**config.mk**
```make
export PLATFORM = sky130hd
export DESIGN_NAME = conv_13_acc_round_sat
export DESIGN_NICKNAME = d
export VERILOG_FILES = /design/src/rtl/conv_13_acc_pkg.sv /design/src/rtl/conv_13_acc_round_sat_round_sat.sv /design/src/rtl/conv_13_acc_round_sat.sv
export SDC_FILE = /design/constraint.sdc
export NUM_CORES = 1
export LEC_CHECK = 0
export ABC_CLOCK_PERIOD_IN_PS = 7500
export CAP_MARGIN = 20
export CELL_PAD_IN_SITES_DETAIL_PLACEMENT = 0
export CELL_PAD_IN_SITES_GLOBAL_PLACEMENT = 1
export CORE_AREA = 2 2 115 139
export CTS_CLUSTER_SIZE = 14
export DETAILED_ROUTE_END_ITERATION = 16
export DIE_AREA = 0 0 117 141
export HOLD_SLACK_MARGIN = 0.02
export PLACE_DENSITY = 0.72
export SYNTH_ARGS = -nofsm -noshare
export SYNTH_HDL_FRONTEND = slang
export SYNTH_SLANG_ARGS = --single-unit
```
**constraint.sdc**
```tcl
create_clock -name ap_clk -period 7.5 [get_ports ap_clk]
set_clock_uncertainty 0.05 [all_clocks]
set_input_delay 1.125 -clock ap_clk [delete_from_list [all_inputs] [get_ports ap_clk]]
set_output_delay 1.125 -clock ap_clk [all_outputs]
set_load 0.005 [all_outputs]
```
**src/rtl/conv_13_acc_pkg.sv**
```systemverilog
// conv_13_acc_pkg
// Shared widths, output limits and data typedefs for the conv_13 accumulate /
// round / saturate stage. The DEF_* values are the default widths; modules
// take them as parameter defaults so the stage can be re-sized per instance.
// Optional feature macro used by this block: CONV_13_RELU_EN.
package conv_13_acc_pkg;

  localparam int DEF_PROD_W = 24;
  localparam int DEF_ACC_W  = 32;
  localparam int DEF_OUT_W  = 16;
  localparam int DEF_KLEN   = 9;
  localparam int DEF_SHIFT  = 8;

  typedef logic signed [DEF_PROD_W-1:0] prod_t;
  typedef logic signed [DEF_ACC_W-1:0]  acc_t;
  typedef logic signed [DEF_OUT_W-1:0]  out_t;

  // Signed output limits at the default output width.
  localparam out_t OUT_MAX = out_t'({1'b0, {(DEF_OUT_W-1){1'b1}}});
  localparam out_t OUT_MIN = out_t'({1'b1, {(DEF_OUT_W-1){1'b0}}});

endpackage : conv_13_acc_pkg

```
**src/rtl/conv_13_acc_round_sat_round_sat.sv**
```systemverilog
// conv_13_round_sat
// Purely combinational round-half-up arithmetic right shift followed by
// signed saturation of the final window sum.
// Ports:
//   sum_i  in  ACC_W  signed final sum (bias + all taps)
//   res_o  out OUT_W  signed rounded / clipped result
//   sat_o  out 1      result was clipped
// Macro CONV_13_RELU_EN: when defined, negative results become 0 and only
// positive clipping raises sat_o.
module conv_13_round_sat
  import conv_13_acc_pkg::*;
#(
  parameter int ACC_W = DEF_ACC_W,
  parameter int OUT_W = DEF_OUT_W,
  parameter int SHIFT = DEF_SHIFT
) (
  input  logic signed [ACC_W-1:0] sum_i,
  output logic signed [OUT_W-1:0] res_o,
  output logic                    sat_o
);

  // Work one bit wider than the accumulator so adding the rounding constant
  // to a near-maximum sum cannot wrap.
  localparam logic signed [ACC_W:0] HALF_C =
    {{ACC_W{1'b0}}, 1'b1} << (SHIFT - 1);
  localparam logic signed [ACC_W:0] MAX_C =
    {{(ACC_W+1-OUT_W){1'b0}}, 1'b0, {(OUT_W-1){1'b1}}};
  localparam logic signed [ACC_W:0] MIN_C =
    {{(ACC_W+1-OUT_W){1'b1}}, 1'b1, {(OUT_W-1){1'b0}}};
  localparam logic signed [OUT_W-1:0] OUT_MAX_C = {1'b0, {(OUT_W-1){1'b1}}};
  localparam logic signed [OUT_W-1:0] OUT_MIN_C = {1'b1, {(OUT_W-1){1'b0}}};

  logic signed [ACC_W:0]   ext_s;
  logic signed [ACC_W:0]   rnd_s;
  logic signed [ACC_W:0]   shr_s;
  logic signed [OUT_W-1:0] clip_s;
  logic                    clip_sat_s;

  assign ext_s = {sum_i[ACC_W-1], sum_i};
  assign rnd_s = ext_s + HALF_C;
  assign shr_s = rnd_s >>> SHIFT;

  // Signed saturation of the shifted value to the output range.
  always_comb begin
    clip_s     = shr_s[OUT_W-1:0];
    clip_sat_s = 1'b0;
    if (shr_s > MAX_C) begin
      clip_s     = OUT_MAX_C;
      clip_sat_s = 1'b1;
    end else if (shr_s < MIN_C) begin
      clip_s     = OUT_MIN_C;
      clip_sat_s = 1'b1;
    end else begin
      clip_s     = shr_s[OUT_W-1:0];
      clip_sat_s = 1'b0;
    end
  end

`ifdef CONV_13_RELU_EN
  // Rectify: a negative result (clipped or not) becomes 0 and is not flagged.
  always_comb begin
    res_o = clip_s;
    sat_o = clip_sat_s;
    if (clip_s[OUT_W-1]) begin
      res_o = {OUT_W{1'b0}};
      sat_o = 1'b0;
    end else begin
      res_o = clip_s;
      sat_o = clip_sat_s;
    end
  end
`else
  // Signed output passes straight through.
  always_comb begin
    res_o = clip_s;
    sat_o = clip_sat_s;
  end
`endif

endmodule : conv_13_round_sat

```
**src/rtl/conv_13_acc_round_sat.sv**
```systemverilog
// conv_13_acc_round_sat
// Accumulates KLEN signed products plus a per-window bias, then rounds,
// shifts and saturates the sum into one OUT_W result per window.
// Ports:
//   ap_clk, ap_rst_n                    clock, async active-low reset
//   cfg_bias                            bias, sampled with the first tap
//   s_prod_tdata/tvalid/tready          product input stream
//   m_tdata/m_tvalid/m_tready, m_sat    result stream, m_sat = clipped
// Macro CONV_13_RELU_EN (see conv_13_round_sat) rectifies the output.
// Window position lives in tap_cnt: taps 0..KLEN-2 accumulate, tap KLEN-1
// completes the sum and loads the output register.
module conv_13_acc_round_sat
  import conv_13_acc_pkg::*;
#(
  parameter int PROD_W = DEF_PROD_W,
  parameter int ACC_W  = DEF_ACC_W,
  parameter int OUT_W  = DEF_OUT_W,
  parameter int KLEN   = DEF_KLEN,
  parameter int SHIFT  = DEF_SHIFT
) (
  input  logic                     ap_clk,
  input  logic                     ap_rst_n,
  input  logic signed [ACC_W-1:0]  cfg_bias,
  input  logic signed [PROD_W-1:0] s_prod_tdata,
  input  logic                     s_prod_tvalid,
  output logic                     s_prod_tready,
  output logic signed [OUT_W-1:0]  m_tdata,
  output logic                     m_tvalid,
  input  logic                     m_tready,
  output logic                     m_sat
);

  localparam int CNT_W = $clog2(KLEN);
  localparam logic [CNT_W-1:0] LAST_C = CNT_W'(KLEN - 1);

  logic [CNT_W-1:0]        tap_cnt_q, tap_cnt_d;
  logic signed [ACC_W-1:0] acc_q, acc_d;
  logic                    m_tvalid_q, m_tvalid_d;
  logic signed [OUT_W-1:0] m_tdata_q, m_tdata_d;
  logic                    m_sat_q, m_sat_d;

  logic                    last_tap_s;
  logic                    accept_s;
  logic signed [ACC_W-1:0] prod_ext_s;
  logic signed [ACC_W-1:0] base_s;
  logic signed [ACC_W-1:0] sum_s;
  logic signed [OUT_W-1:0] res_s;
  logic                    sat_s;

  assign last_tap_s = (tap_cnt_q == LAST_C);
  // Only the closing tap needs the output slot, so only it can be stalled.
  assign s_prod_tready = !(last_tap_s && m_tvalid_q && !m_tready);
  assign accept_s   = s_prod_tvalid && s_prod_tready;
  assign prod_ext_s = {{(ACC_W-PROD_W){s_prod_tdata[PROD_W-1]}}, s_prod_tdata};
  // The first tap of a window starts from the bias instead of the old sum.
  assign base_s     = (tap_cnt_q == {CNT_W{1'b0}}) ? cfg_bias : acc_q;
  assign sum_s      = base_s + prod_ext_s;

  conv_13_round_sat #(
    .ACC_W (ACC_W),
    .OUT_W (OUT_W),
    .SHIFT (SHIFT)
  ) u_round_sat (
    .sum_i (sum_s),
    .res_o (res_s),
    .sat_o (sat_s)
  );

  // Next-state for the tap counter, accumulator and output register.
  always_comb begin
    tap_cnt_d  = tap_cnt_q;
    acc_d      = acc_q;
    m_tvalid_d = m_tvalid_q;
    m_tdata_d  = m_tdata_q;
    m_sat_d    = m_sat_q;

    if (accept_s) begin
      acc_d = sum_s;
      if (last_tap_s) begin
        tap_cnt_d = {CNT_W{1'b0}};
      end else begin
        tap_cnt_d = tap_cnt_q + CNT_W'(1);
      end
    end else begin
      acc_d     = acc_q;
      tap_cnt_d = tap_cnt_q;
    end

    // A new result may replace one retiring on the same edge (no bubble).
    if (accept_s && last_tap_s) begin
      m_tvalid_d = 1'b1;
      m_tdata_d  = res_s;
      m_sat_d    = sat_s;
    end else if (m_tready) begin
      m_tvalid_d = 1'b0;
    end else begin
      m_tvalid_d = m_tvalid_q;
    end
  end

  // State registers; reset drops any partial window and the held result.
  always_ff @(posedge ap_clk or negedge ap_rst_n) begin
    if (!ap_rst_n) begin
      tap_cnt_q  <= {CNT_W{1'b0}};
      acc_q      <= {ACC_W{1'b0}};
      m_tvalid_q <= 1'b0;
      m_tdata_q  <= {OUT_W{1'b0}};
      m_sat_q    <= 1'b0;
    end else begin
      tap_cnt_q  <= tap_cnt_d;
      acc_q      <= acc_d;
      m_tvalid_q <= m_tvalid_d;
      m_tdata_q  <= m_tdata_d;
      m_sat_q    <= m_sat_d;
    end
  end

  assign m_tvalid = m_tvalid_q;
  assign m_tdata  = m_tdata_q;
  assign m_sat    = m_sat_q;

endmodule : conv_13_acc_round_sat

```
==> summary.md <==
| Metric | Value |
|---|---|
| Max-cap violations | 0 |
| HP Start | acc_q[18] |
| Minimum clock period | 6.184 ns |
| Mapped Area | 0.005212 sq mm |
| Final cycle utilization of the critical path | 0.8245 |
| Clock sinks | 54 |
| Layout cells sized above 1 | 0.1220 |
| Vias in the first global route | 4660 |
| Synth unique cells | 68 |
| Critical path capture point | m_tdata[0] |
| Antenna violations before repair | 0 |
| Startpoint types | flop |
| P&R area growth vs syn | 21.24% |
| Final Non-Filler Cells | 880 |
| Via count | 4890 |
| HPWL Detailed | 12190 um |
| Leak Pwr | 2.511 nW |
| Clock transition at the registers of the reported paths | 0.08 ns |
| Register area share after synthesis | 0.2592 |
| Pwr/cell area | 531.2 mW/mm^2 |
| CP max FO | 32 |
| Arrival time worst endpoint | 6.34 ns |
| WS Path Type | reg2reg |
| Remaining Overflow, GRT | 0 |
| Largest net degree at the start of global routing | 64 |
| Crit path required time | 7.66 ns |
| Clock Path Buffers | 2 |
| First-pass GRT wire length | 24410 um |
| Die Area | 0.01650 sq mm |
| CTS tree | yes |
| Reg2reg end | m_tdata[0] |
| Syn_area_per_cell | 8.489 sq um |
| Mapped Cells | 614 |
| Die Wd | 117 um |
| Compound-gate portion of the synthesized area | 0.2535 |
| DR pass1 iterations | 5 |
| Post-synth EDFFs | 0 |
| Slew HR | 0.4389 |
| Dpl cells | 871 |
| CP endpoint kind | flop |
| Hold Vio Cnt, Final | 0 |
| CTS Hold Bufs | 0 |
| Tightest Pin Transition | 0.8417 ns |
| Die H | 141 um |
| Worst Setup SP | tap_cnt_q[0] |
| Ant diodes | 0 |
| Main synth FF type | dfrtp_1 |
| Setup Viol. Count Final | 0 |
| Tot Pwr | 3.357 mW |
| Final slew viol count | 0 |
| Net Count, Synth | 711 |
| Max Fclk | 161.7 MHz |
| Final worst setup slack | 1.316 ns |
| Core area | 0.01533 sq mm |
| FP Rows | 50 |
| Commonest non-fill, non-tap cell in the layout | nand2_1 |
| Adder-cell share of the synthesized area | 0.09025 |
| RSZ-0062 raised after global routing | false |
| Initial DRC count | 327 |
| Clock Tree Root | clkbuf_16 |
| Via-to-Cell Ratio | 5.557 |
| Peak supply drop | 151.5 uV |
| Worst slack, placed | 1.111 ns |
| Largest family of logic cells by synthesized area | compound AO/OA/AOI/OAI gates |
| FF-to-FF Start | tap_cnt_q[0] |
| Detail Route Antenna Nets | 0 |
| Port bufs | 78 |
| TritonCTS Buffers | 5 |
| Io pins | 79 |
| Xor/xnor share of the synthesized area | 0.06985 |
| Yosys warning count | 0 |
| Outcome | finished clean |
| PostCTS Resize Cnt | 0 |
| Multiplexer area fraction after synthesis | 0.08809 |
| Postcts setup bufs | 0 |
| Total GRT Usage | 0.1877 |
| Detailed-route wire length per cell | 17.52 um |
| R2R depth | 19 |
| Hold Path Class | reg2reg |
| Layout net count | 768 |
| Post-route DRC | 0 |
| Most frequent cells in the layout | nand2_1 (85), clkdlybuf4s50_1 (77), dfrtp_1 (54), o21ai_0 (52), mux2_2 (39) |
| Fin Setup TNS | 0 ns |
| Simple-Gate Fraction of Synth Area | 0.2007 |
| Gpl congestion | 0.9436 |
| Async SR Flop Fraction | 1.000 |
| Worst R2R Setup Slack | 1.32 ns |
| # fillers | 1550 |
| Depth of the CTS H-tree | 2 |
| Yosys reg bits | 54 |
| Worst-skew pair later-pin latency | 0.30 ns |
| Final WL | 15410 um |
| Starting Density | 0.3401 |
## synth_stat cells, types with 3 or more instances
| master | n | area, sq um |
|---|---|---|
| and3_1 | 7 | 43.79 |
| nand2_1 | 86 | 322.8 |
| and2_1 | 4 | 25.02 |
| or2_2 | 5 | 31.28 |
| buf_2 | 10 | 50.05 |
| a21o_1 | 12 | 90.09 |
| nor4_1 | 8 | 50.05 |
| o21ai_1 | 14 | 70.07 |
| or4_1 | 4 | 30.03 |
| o21ai_0 | 52 | 260.3 |
| o211ai_1 | 12 | 90.09 |
| a31oi_1 | 6 | 37.54 |
| o211ai_2 | 3 | 37.54 |
| xnor2_1 | 26 | 227.7 |
| o221ai_2 | 8 | 120.1 |
| o221ai_1 | 6 | 52.55 |
| nand2b_1 | 5 | 31.28 |
| nor3_1 | 17 | 85.08 |
| clkbuf_1 | 21 | 78.83 |
| mux2_2 | 39 | 439.2 |
| o21bai_1 | 4 | 30.03 |
| nor3b_1 | 3 | 22.52 |
| dfrtp_1 | 54 | 1351 |
| a211oi_1 | 8 | 60.06 |
| o21a_1 | 5 | 37.54 |
| nand3_1 | 12 | 60.06 |
| a311oi_1 | 3 | 26.28 |
| a21oi_1 | 30 | 150.1 |
| nand4_1 | 11 | 68.82 |
| inv_1 | 12 | 45.04 |
| xor2_1 | 13 | 113.9 |
| nor2b_1 | 5 | 31.28 |
| ha_1 | 36 | 450.4 |
| nor2_1 | 25 | 93.84 |
| or3_1 | 6 | 37.54 |
## kinds of logic (layout without fill, tap and decap cells)
| logic type | count (synthesis) | in the layout |
|---|---|---|
| buffers and inverters | 46 | 104 |
| AOI/OAI and AO/OA | 188 | 188 |
| muxes | 41 | 41 |
| adders and majority gates | 37 | 37 |
| DFF | 54 | 54 |
| and+or+nand+nor | 208 | 208 |
| xor gates and xnor gates | 40 | 40 |
## worst min-delay path by stage
stage / endpoint / slack, ns / cells after the start
2_1_floorplan: acc_q[12] / 0.40 / 2
3_3_place_gp: acc_q[15] / 0.41 / 2
3_5_place_dp: acc_q[15] / 0.42 / 2
4_1_cts: acc_q[15] / 0.44 / 2
5_1_grt: acc_q[21] / 0.45 / 2
6_report: acc_q[18] / 0.43 / 2
## layer usage
layer	wire length [um]	share of wire	global-route usage
met5	0	0	0
met2	7412	0.48	0.3076
met3	422	0.027	0.01247
met1	7294	0.47	0.2665
met4	284	0.018	0.04954
## where the power goes
part	switching, mW	internal [mW]	total, mW
sequential	0.0772	0.435	0.512
clock	0.122	0.128	0.250
combinational	1.54	1.05	2.59
total	1.74	1.62	3.36
## critical path, stage by stage, from the launching register on
cell and delay (ns):
dfrtp_1 0.43, inv_1 0.09, ha_1 0.18, nor3b_2 0.17, buf_4 0.44, mux2_2 0.26
ha_1 0.20, inv_1 0.07, fa_1 0.41, nor2b_1 0.21, o2111ai_1 0.23, a21oi_1 0.37
nor4_1 0.11, a311oi_1 0.65, nand4_1 0.49, nor4_2 0.43, a31oi_1 0.19, a2111oi_4 0.69
o21ai_0 0.20, o221ai_1 0.22
## stage by stage
| step | utilization | area [sq um] | hold slack, ns |
|---|---|---|---|
| 2_1_floorplan | - | 5213 | 0.3960 |
| 3_3_place_gp | 0.4005 | 6138 | 0.4075 |
| 3_5_place_dp | 0.4005 | 6138 | 0.4161 |
| 4_1_cts | 0.4105 | 6292 | 0.4357 |
| 5_1_grt | 0.4123 | 6320 | 0.4502 |
| 6_report | 0.4123 | 6320 | 0.4271 |
## final cells by class
type / count / area (sq um) / share of cell area
Clock inverter: 3 / 28.78 / 0.004554
Inverter: 12 / 45.04 / 0.007127
Timing Repair Buffer: 84 / 840.8 / 0.1330
Multi-Input combinational cell: 514 / 3669 / 0.5805
Sequential cell: 54 / 1351 / 0.2138
Tap cell: 208 / 260.3 / 0.04118
Clock buffer: 5 / 125.1 / 0.01980
## state kept, by name, indices dropped and copies added, names as in the netlist
| signal | cells |
|---|---|
| m_tvalid | 1 |
| acc_q | 32 |
| m_tdata | 16 |
| m_sat | 1 |
| tap_cnt_q | 4 |
(Power assumes the default switching activity.)
